[src/rtl/mc_pkg.sv]
// mc_pkg: shared state, opcode, funct and control-select encodings for the multicycle controller
package mc_pkg;
   typedef enum logic [3:0] {
      FETCH = 4'd0, DCD = 4'd1, MA = 4'd2, MR = 4'd3, MWB = 4'd4,
      MW = 4'd5, EXE = 4'd6, AWB = 4'd7, BR = 4'd8, JMP = 4'd9
   } state_t;
   localparam logic [5:0] OP_R    = 6'b000000;
   localparam logic [5:0] OP_ORI  = 6'b001101;
   localparam logic [5:0] OP_LUI  = 6'b001111;
   localparam logic [5:0] OP_ADDI = 6'b001000;
   localparam logic [5:0] OP_LW   = 6'b100011;
   localparam logic [5:0] OP_SW   = 6'b101011;
   localparam logic [5:0] OP_BEQ  = 6'b000100;
   localparam logic [5:0] OP_J    = 6'b000010;
   localparam logic [5:0] OP_JAL  = 6'b000011;
   localparam logic [5:0] F_ADDU  = 6'b100001;
   localparam logic [5:0] F_SUBU  = 6'b100011;
   localparam logic [5:0] F_SLT   = 6'b101010;
   localparam logic [5:0] F_JR    = 6'b001000;
   localparam logic [2:0] ALU_ADD   = 3'b000;
   localparam logic [2:0] ALU_SUB   = 3'b001;
   localparam logic [2:0] ALU_OR    = 3'b010;
   localparam logic [2:0] ALU_SLT   = 3'b011;
   localparam logic [2:0] ALU_PASSB = 3'b100;
   localparam logic [1:0] EXT_ZERO = 2'b00;
   localparam logic [1:0] EXT_SIGN = 2'b01;
   localparam logic [1:0] EXT_LUI  = 2'b10;
   localparam logic [1:0] NPC_PC4 = 2'b00;
   localparam logic [1:0] NPC_BR  = 2'b01;
   localparam logic [1:0] NPC_J   = 2'b10;
   localparam logic [1:0] NPC_JR  = 2'b11;
   localparam logic [1:0] RD_RT = 2'b00;
   localparam logic [1:0] RD_RD = 2'b01;
   localparam logic [1:0] RD_RA = 2'b10;
   localparam logic [1:0] M2R_ALU = 2'b00;
   localparam logic [1:0] M2R_DM  = 2'b01;
   localparam logic [1:0] M2R_PC4 = 2'b10;
   typedef struct packed {
      logic addu, subu, slt, ori, lui, addi, lw, sw, beq, j, jal, jr;
   } cls_t;
endpackage

[src/rtl/mc_dec.sv]
// mc_dec: maps op/funct to one-hot instruction class flags (all zero for unsupported encodings)
module mc_dec
   import mc_pkg::*;
(
   input  logic [5:0] op,
   input  logic [5:0] funct,
   output cls_t       cls
);
   logic r;
   always_comb begin
      r        = op == OP_R;
      cls.addu = r && funct == F_ADDU;
      cls.subu = r && funct == F_SUBU;
      cls.slt  = r && funct == F_SLT;
      cls.jr   = r && funct == F_JR;
      cls.ori  = op == OP_ORI;
      cls.lui  = op == OP_LUI;
      cls.addi = op == OP_ADDI;
      cls.lw   = op == OP_LW;
      cls.sw   = op == OP_SW;
      cls.beq  = op == OP_BEQ;
      cls.j    = op == OP_J;
      cls.jal  = op == OP_JAL;
   end
endmodule

[src/rtl/mc_ctrl.sv]
// mc_ctrl: multicycle CPU control FSM; outputs are combinational from state, op/funct and zero
module mc_ctrl
   import mc_pkg::*;
(
   input  logic       clk,
   input  logic       rst,
   input  logic [5:0] op,
   input  logic [5:0] funct,
   input  logic       zero,
   output logic       pcwr,
   output logic       irwr,
   output logic       gprwr,
   output logic       dmwr,
   output logic [1:0] RegDst,
   output logic [1:0] MemToReg,
   output logic       write_30,
   output logic       ALUSrc,
   output logic [2:0] ALUOp,
   output logic [1:0] ExtOp,
   output logic [1:0] NPCOp,
   output logic [3:0] state
);
   cls_t   cls;
   state_t state_q, state_d;
   logic   rtype, alu_cls, jmp_cls;
   logic   pcwr_c, irwr_c, gprwr_c, dmwr_c, write_30_c;
   mc_dec u_dec (.op(op), .funct(funct), .cls(cls));
   assign rtype   = cls.addu | cls.subu | cls.slt;
   assign alu_cls = rtype | cls.ori | cls.lui | cls.addi;
   assign jmp_cls = cls.j | cls.jal | cls.jr;
   always_ff @(posedge clk or posedge rst)
      if (rst) state_q <= FETCH;
      else state_q <= state_d;
   always_comb begin
      state_d    = FETCH;
      pcwr_c     = 1'b0;
      irwr_c     = 1'b0;
      gprwr_c    = 1'b0;
      dmwr_c     = 1'b0;
      write_30_c = 1'b0;
      RegDst     = RD_RT;
      MemToReg   = M2R_ALU;
      ALUSrc     = 1'b0;
      ALUOp      = ALU_ADD;
      ExtOp      = EXT_ZERO;
      NPCOp      = NPC_PC4;
      case (state_q)
         FETCH: begin
            irwr_c  = 1'b1;
            pcwr_c  = 1'b1;
            state_d = DCD;
         end
         DCD: state_d = (cls.lw | cls.sw) ? MA : alu_cls ? EXE : cls.beq ? BR : jmp_cls ? JMP : FETCH;
         MA: begin
            ALUSrc  = 1'b1;
            ExtOp   = EXT_SIGN;
            state_d = cls.lw ? MR : cls.sw ? MW : FETCH;
         end
         MR: state_d = MWB;
         MWB: begin
            gprwr_c  = 1'b1;
            MemToReg = M2R_DM;
         end
         MW: dmwr_c = 1'b1;
         EXE: begin
            ALUSrc  = ~rtype;
            ALUOp   = cls.subu ? ALU_SUB : cls.slt ? ALU_SLT : cls.ori ? ALU_OR : cls.lui ? ALU_PASSB : ALU_ADD;
            ExtOp   = cls.lui ? EXT_LUI : cls.addi ? EXT_SIGN : EXT_ZERO;
            state_d = AWB;
         end
         AWB: begin
            gprwr_c    = 1'b1;
            RegDst     = rtype ? RD_RD : RD_RT;
            write_30_c = cls.addi;
         end
         BR: begin
            ALUOp  = ALU_SUB;
            NPCOp  = NPC_BR;
            pcwr_c = zero;
         end
         JMP: begin
            pcwr_c   = 1'b1;
            NPCOp    = cls.jr ? NPC_JR : NPC_J;
            gprwr_c  = cls.jal;
            RegDst   = cls.jal ? RD_RA : RD_RT;
            MemToReg = cls.jal ? M2R_PC4 : M2R_ALU;
         end
         default: ;
      endcase
   end
   // the reset state is FETCH, so its enables must be masked while rst is held
   assign pcwr     = pcwr_c & ~rst;
   assign irwr     = irwr_c & ~rst;
   assign gprwr    = gprwr_c & ~rst;
   assign dmwr     = dmwr_c & ~rst;
   assign write_30 = write_30_c & ~rst;
   assign state    = state_q;
endmodule

[config.mk]
export PLATFORM = sky130hd
export DESIGN_NAME = mc_ctrl
export DESIGN_NICKNAME = d
export VERILOG_FILES = /design/src/rtl/mc_pkg.sv /design/src/rtl/mc_dec.sv /design/src/rtl/mc_ctrl.sv
export SDC_FILE = /design/constraint.sdc
export NUM_CORES = 1
export LEC_CHECK = 0
export BUFFER_PORTS_ARGS = -buffer_cell sky130_fd_sc_hd__buf_2
export CORE_MARGIN = 2
export CORE_UTILIZATION = 45
export CTS_CLUSTER_DIAMETER = 200
export DETAILED_ROUTE_END_ITERATION = 16
export MAX_ROUTING_LAYER = met4
export PLACE_DENSITY = 0.89
export RECOVER_POWER = 50
export SLEW_MARGIN = 20
export SYNTH_ARGS = -nofsm -noshare
export SYNTH_HDL_FRONTEND = slang
export SYNTH_SLANG_ARGS = --single-unit
[constraint.sdc]
create_clock -name clk -period 2.1 [get_ports clk]
set_input_delay 0.42 -clock clk [delete_from_list [all_inputs] [get_ports clk]]
set_output_delay 0.42 -clock clk [all_outputs]
set_load 0.02 [all_outputs]
# Word level (Yosys, flattened, before mapping)
# Index checks and enable logic that the tools add are counted.
dict set report word_totals {
  reg_bits 4
  out_inout_bits 21
}
dict set report op_classes {
  n_eq_ne 21
  mux 27
  bitwise 15
  n_reduce_logical 8
}
# operator n
set op_table {}
lappend op_table {{equality test 6 bit, second input constant} 5}
lappend op_table {{equality test 6 x 4 -> 1 bit, second input constant} 4}
lappend op_table {{case mux 4 bit (5 select lines)} 1}
lappend op_table {{two-way mux 3 bit} 6}
lappend op_table {{equality test 4 x 3 -> 1 bit, second input constant} 4}
lappend op_table {{two-way mux 4 bit} 4}
lappend op_table {{case mux 2 bit (2 select lines)} 4}
lappend op_table {{equality test 6 x 2 -> 1 bit, second input constant} 2}
lappend op_table {{equality test 4 x 2 -> 1 bit, second input constant} 2}
lappend op_table {{equality test 4 bit, second input constant} 2}
lappend op_table {{OR 1 bit} 8}
lappend op_table {{equality test 6 x 3 -> 1 bit, second input constant} 1}
lappend op_table {{logical NOT 6 bit} 1}
lappend op_table {{two-way mux 1 bit} 6}
lappend op_table {{case mux 1 bit (2 select lines)} 3}
lappend op_table {{case mux 3 bit (2 select lines)} 1}
lappend op_table {{AND 1 bit} 5}
lappend op_table {{equality test 4 x 1 -> 1 bit, second input constant} 1}
lappend op_table {{logical AND 1 bit} 4}
lappend op_table {{logical NOT 4 bit} 1}
lappend op_table {{two-way mux 2 bit} 2}
lappend op_table {{OR reduction 2 bit} 2}
lappend op_table {{NOT 1 bit} 2}

# Longest topological paths before layout
dict set report depth {
  ltp_word 10
  ltp_mapped 5
}

# Modules after synthesis
# Synthesis repeated with hierarchy kept, for this count alone.
dict set report hier_totals {
  cells_unflattened 90
  hier_area_um2 659.4
}
# mod instances cells_per_inst area_per_inst_um2 seq_area_each_um2
set modules_own_cells {}
lappend modules_own_cells {mc_ctrl 1 66 495.5 100.1}
lappend modules_own_cells {mc_dec 1 24 163.9 0.0}

# Least setup slack after synthesis
# Ideal clock, no wire load.
dict set report synth_path {
  path_kind {register to output}
  start {register state_q[1] (netlist: state[1])}
  end {output port gprwr}
  arrival_ps 1768
  required_time_ps 1680
  setup_slack_ps -88
  path_stages_with_launch 6
  path_buffers 1
  cell_sequence {dfrtp_1 buf_2 nor2_1 and3_1 and4_1 o21a_1}
}
dict set report synth_via {
  elab_chain_len 4
  word_cells_on_any_way 6
  cone_classes {eq/ne: 3; mux: 1; bitwise: 1; reduce/logical: 1}
}
# element line
set synth_lines {}
lappend synth_lines {{start, declared} mc_ctrl.sv:24} ;# state_t state_q, state_d;
lappend synth_lines {{start signal, assigned} mc_ctrl.sv:33} ;# else state_q <= state_d;
lappend synth_lines {{equality test 4 x 3 -> 1 bit} mc_ctrl.sv:47} ;# case (state_q)
lappend synth_lines {{OR reduction 2 bit (no source line)} -}
lappend synth_lines {{case mux 1 bit (2 select lines) *} mc_ctrl.sv:47}
lappend synth_lines {{AND 1 bit *} mc_ctrl.sv:94} ;# assign gprwr = gprwr_c & ~rst;
lappend synth_lines {{end, declared} mc_ctrl.sv:12} ;# output logic gprwr,
# Mark *: on every way between the ends. The rest lies on a longest branch, timed or not.

# Final worst setup path
dict set report layout_path {
  start {input port funct[4]}
  end {output port ALUOp[0]}
}
dict set report layout_via {
  elab_chain_len 5
  word_cells_on_any_way 7
  cone_classes {eq/ne: 2; mux: 3; reduce/logical: 2}
}
# element line
set layout_lines {}
lappend layout_lines {{start, declared} mc_ctrl.sv:8} ;# input logic [5:0] funct,
lappend layout_lines {{equality test 6 bit} mc_dec.sv:14} ;# cls.slt = r && funct == F_SLT;
lappend layout_lines {{logical AND 1 bit} mc_dec.sv:14}
lappend layout_lines {{two-way mux 3 bit} mc_ctrl.sv:67} ;# ALUOp = cls.subu ? ALU_SUB : cls.slt ? ALU_SLT : cls.ori ? ALU_OR : cls.lui ? ALU_PASSB : ALU_ADD;
lappend layout_lines {{two-way mux 3 bit *} mc_ctrl.sv:67}
lappend layout_lines {{case mux 3 bit (2 select lines) *} mc_ctrl.sv:47}
lappend layout_lines {{end, declared} mc_ctrl.sv:18} ;# output logic [2:0] ALUOp,
# Marked as above.

==> metrics.md <==
| Metric | Value |
|---|---|
| Status | finished clean |
| Inserted Diodes | 0 |
| Vias per cell | 5.94 |
| Final worst path period share | 95.6% |
| Layout Nets | 138 |
| Final core occ | 65.1% |
| Clock transition at the registers of the reported paths | 0.04 ns |
| Clk Latency, worst-skew pair | 0.23 ns |
| Most used cell, CP | buf_2 |
| Yosys reg bits | 4 |
| Netlist Area Pre-Place | 598 µm² |
| Post-CTS Setup Repair Bufs | 0 |
| Initial Utilization | 47.1% |
| Gpl congestion | 0.908 |
| Worst slew pin tran | 0.340 ns |
| Largest net degree at the start of global routing | 16 |
| Die area | 0.00164 mm² |
| H-Tree Level Count | 1 |
| DP HPWL | 1380 µm |
| Setup tns final | 0 ns |
| HP Class | in -> async |
| Share of cells above drive strength 1 | 36.4% |
| Synthesized area per cell | 7.29 µm² |
| Seq/Total Area, Yosys | 16.7% |
| Initial antenna violation count | 0 |
| Prevailing post-synth register cell | dfrtp_1 |
| Commonest cells after routing, fill and taps aside | buf_2 (28), nand2_1 (10), clkbuf_1 (8) |
| Worst slew margin | 77.1% |
| First-pass GRT wire length | 2460 µm |
| Max reg flops | 4 |
| Pre-Repair DR Iteration Count | 4 |
| Crit path largest cell delay | 0.33 ns |
| Vias | 808 |
| Die W | 40.5 µm |
| Setup violations, final | 0 |
| CP bufs+invs | 2 |
| IO buf count | 35 |
| CTS buffer count | 3 |
| Root buf cell | clkbuf_4 |
| Cells after synthesis | 82 |
| Slowest cell on crit path | or3_1 |
| Count of different cell masters after synthesis | 39 |
| Commonest non-fill, non-tap cell in the layout | buf_2 |
| WS Path Type | in -> out |
| CP cell instances | buf_2 > nor3_2 > nand3_1 > or3_1 > a21oi_1 > buf_2 |
| Critical path endpoint category | output port |
| Layout fillers | 111 |
| Setup crit start kind | input port |
| Hold slack final | 0.0980 ns |
| Period minus WS final | 2.01 ns |
| Drt initial violations | 20 |
| Final Max Tran Viols | 0 |
| EDFF count, synth | 0 |
| Layout area overhead | 38.1% |
| Count of final hold-check violations | 0 |
| Core ar. | 0.00127 mm² |
| Syn nets | 97 |
| Routed wire length per instance | 13.0 µm |
| RSZ-0062 raised after global routing | false |
| Max-Cap Viols | 0 |
| CTS max path bufs | 2 |
| Crit Path Max Fanout | 4 |
| Family with the most delay on the worst path | simple AND/OR/NAND/NOR gates |
| Number of global-route vias before repair | 586 |
| Final clock skew | 0.00313 ns |
| Clock Sinks | 4 |
| Yosys Warn Count | 0 |
| I/O pin total | 36 |
| DRC | 0 |
| PD cells | 546 mW/mm² |
| Congestion Overflow GR | 0 |
| Worst Path Arrival | 1.59 ns |
| Leak | 0.395 nW |
| Row Count | 13 |
| Gr usage total | 22.8% |
| TritonCTS clock tree | built |
| Critical Path RT | 1.68 ns |
| WL final | 1770 µm |
| Hold bufs inserted after CTS | 0 |
| Routed Antenna Nets | 0 |
| VDD IR max | 0.460 mV |
| Post-synth ARST share | 100% |
| Chip height | 40.5 µm |
| FMAX | 0.498 GHz |
where the power goes:
part | total, mW | switching (mW) | internal [mW]
registers | 0.133 | 0.0401 | 0.0928
clock network | 0.0923 | 0.0286 | 0.0637
logic | 0.226 | 0.137 | 0.0892
total | 0.451 | 0.206 | 0.246
per-stage QoR:
step                      area [µm²]  cells  power [mW]  setup slack [ns]
final                            826    136       0.451            0.0915
after global routing             826    136       0.479            0.0138
after CTS                        835    136       0.455            0.0305
after detailed placement         812    133       0.359            0.0371
after global placement           812    133       0.354             0.140
after floorplan                  601     82       0.278            0.0135
per-layer routing:
layer | vias to the layer above | part of all wire, % | routed length [µm] | GRT usage [%]
li1 | 392 | - | - | -
met1 | 371 | 43 | 768 | 28.8
met2 | 41 | 49 | 864 | 34.9
met3 | 4 | 6.3 | 112 | 4.44
met4 | 0 | 1.2 | 22 | 10.0
met5 | - | 0 | 0 | -
area by class of cell:
class / count / area, µm² / share of cell area, %
Tap cell: 15 / 18.8 / 2.27
Multi-Input combinational cell: 71 / 468 / 56.7
Timing Repair Buffer: 41 / 208 / 25.2
Inverter: 2 / 7.51 / 0.909
Sequential cell: 4 / 101 / 12.3
Clock buffer: 3 / 22.5 / 2.73
cells by family after synthesis:
group           count (synthesis)  share of synthesized area [%]
compound gates                 18                           22.6
xor+xnor                        1                           1.46
buf+inv                         7                           5.86
flops                           4                           16.7
simple gates                   52                           53.4
cell usage after synthesis (3+ instances only):
cell type	n	share of area (%)
nor3_1	5	4.2
nor4_1	3	3.1
a21oi_1	5	4.2
nand3_1	3	2.5
nand2_1	10	6.3
nor2_1	5	3.1
dfrtp_1	4	17
nor3b_1	4	5.0
and4_1	3	4.4
nor2b_1	4	4.2
worst paths after layout:
path	start	endpoint	cells after the start	slack (ns)
min in group clk	op[4]	state[3]$_DFF_PP0_	4	0.56
setup reg to reg	state[0]$_DFF_PP0_	state[1]$_DFF_PP0_	4	0.70
max in group asynchronous	rst	state[0]$_DFF_PP0_	2	1.81
setup / recovery	funct[4]	ALUOp[0]	6	0.09
hold / removal	rst	state[3]$_DFF_PP0_	2	0.1
hold reg to reg	state[3]$_DFF_PP0_	state[0]$_DFF_PP0_	2	0.63
what timing repair did:
action | in CTS | in global routing
endpoints found under the setup margin | 0 | 3
endpoints found under the hold margin | 0 | 0
resized for setup | 0 | 3
Note: power is estimated with default switching activity, not from simulation.
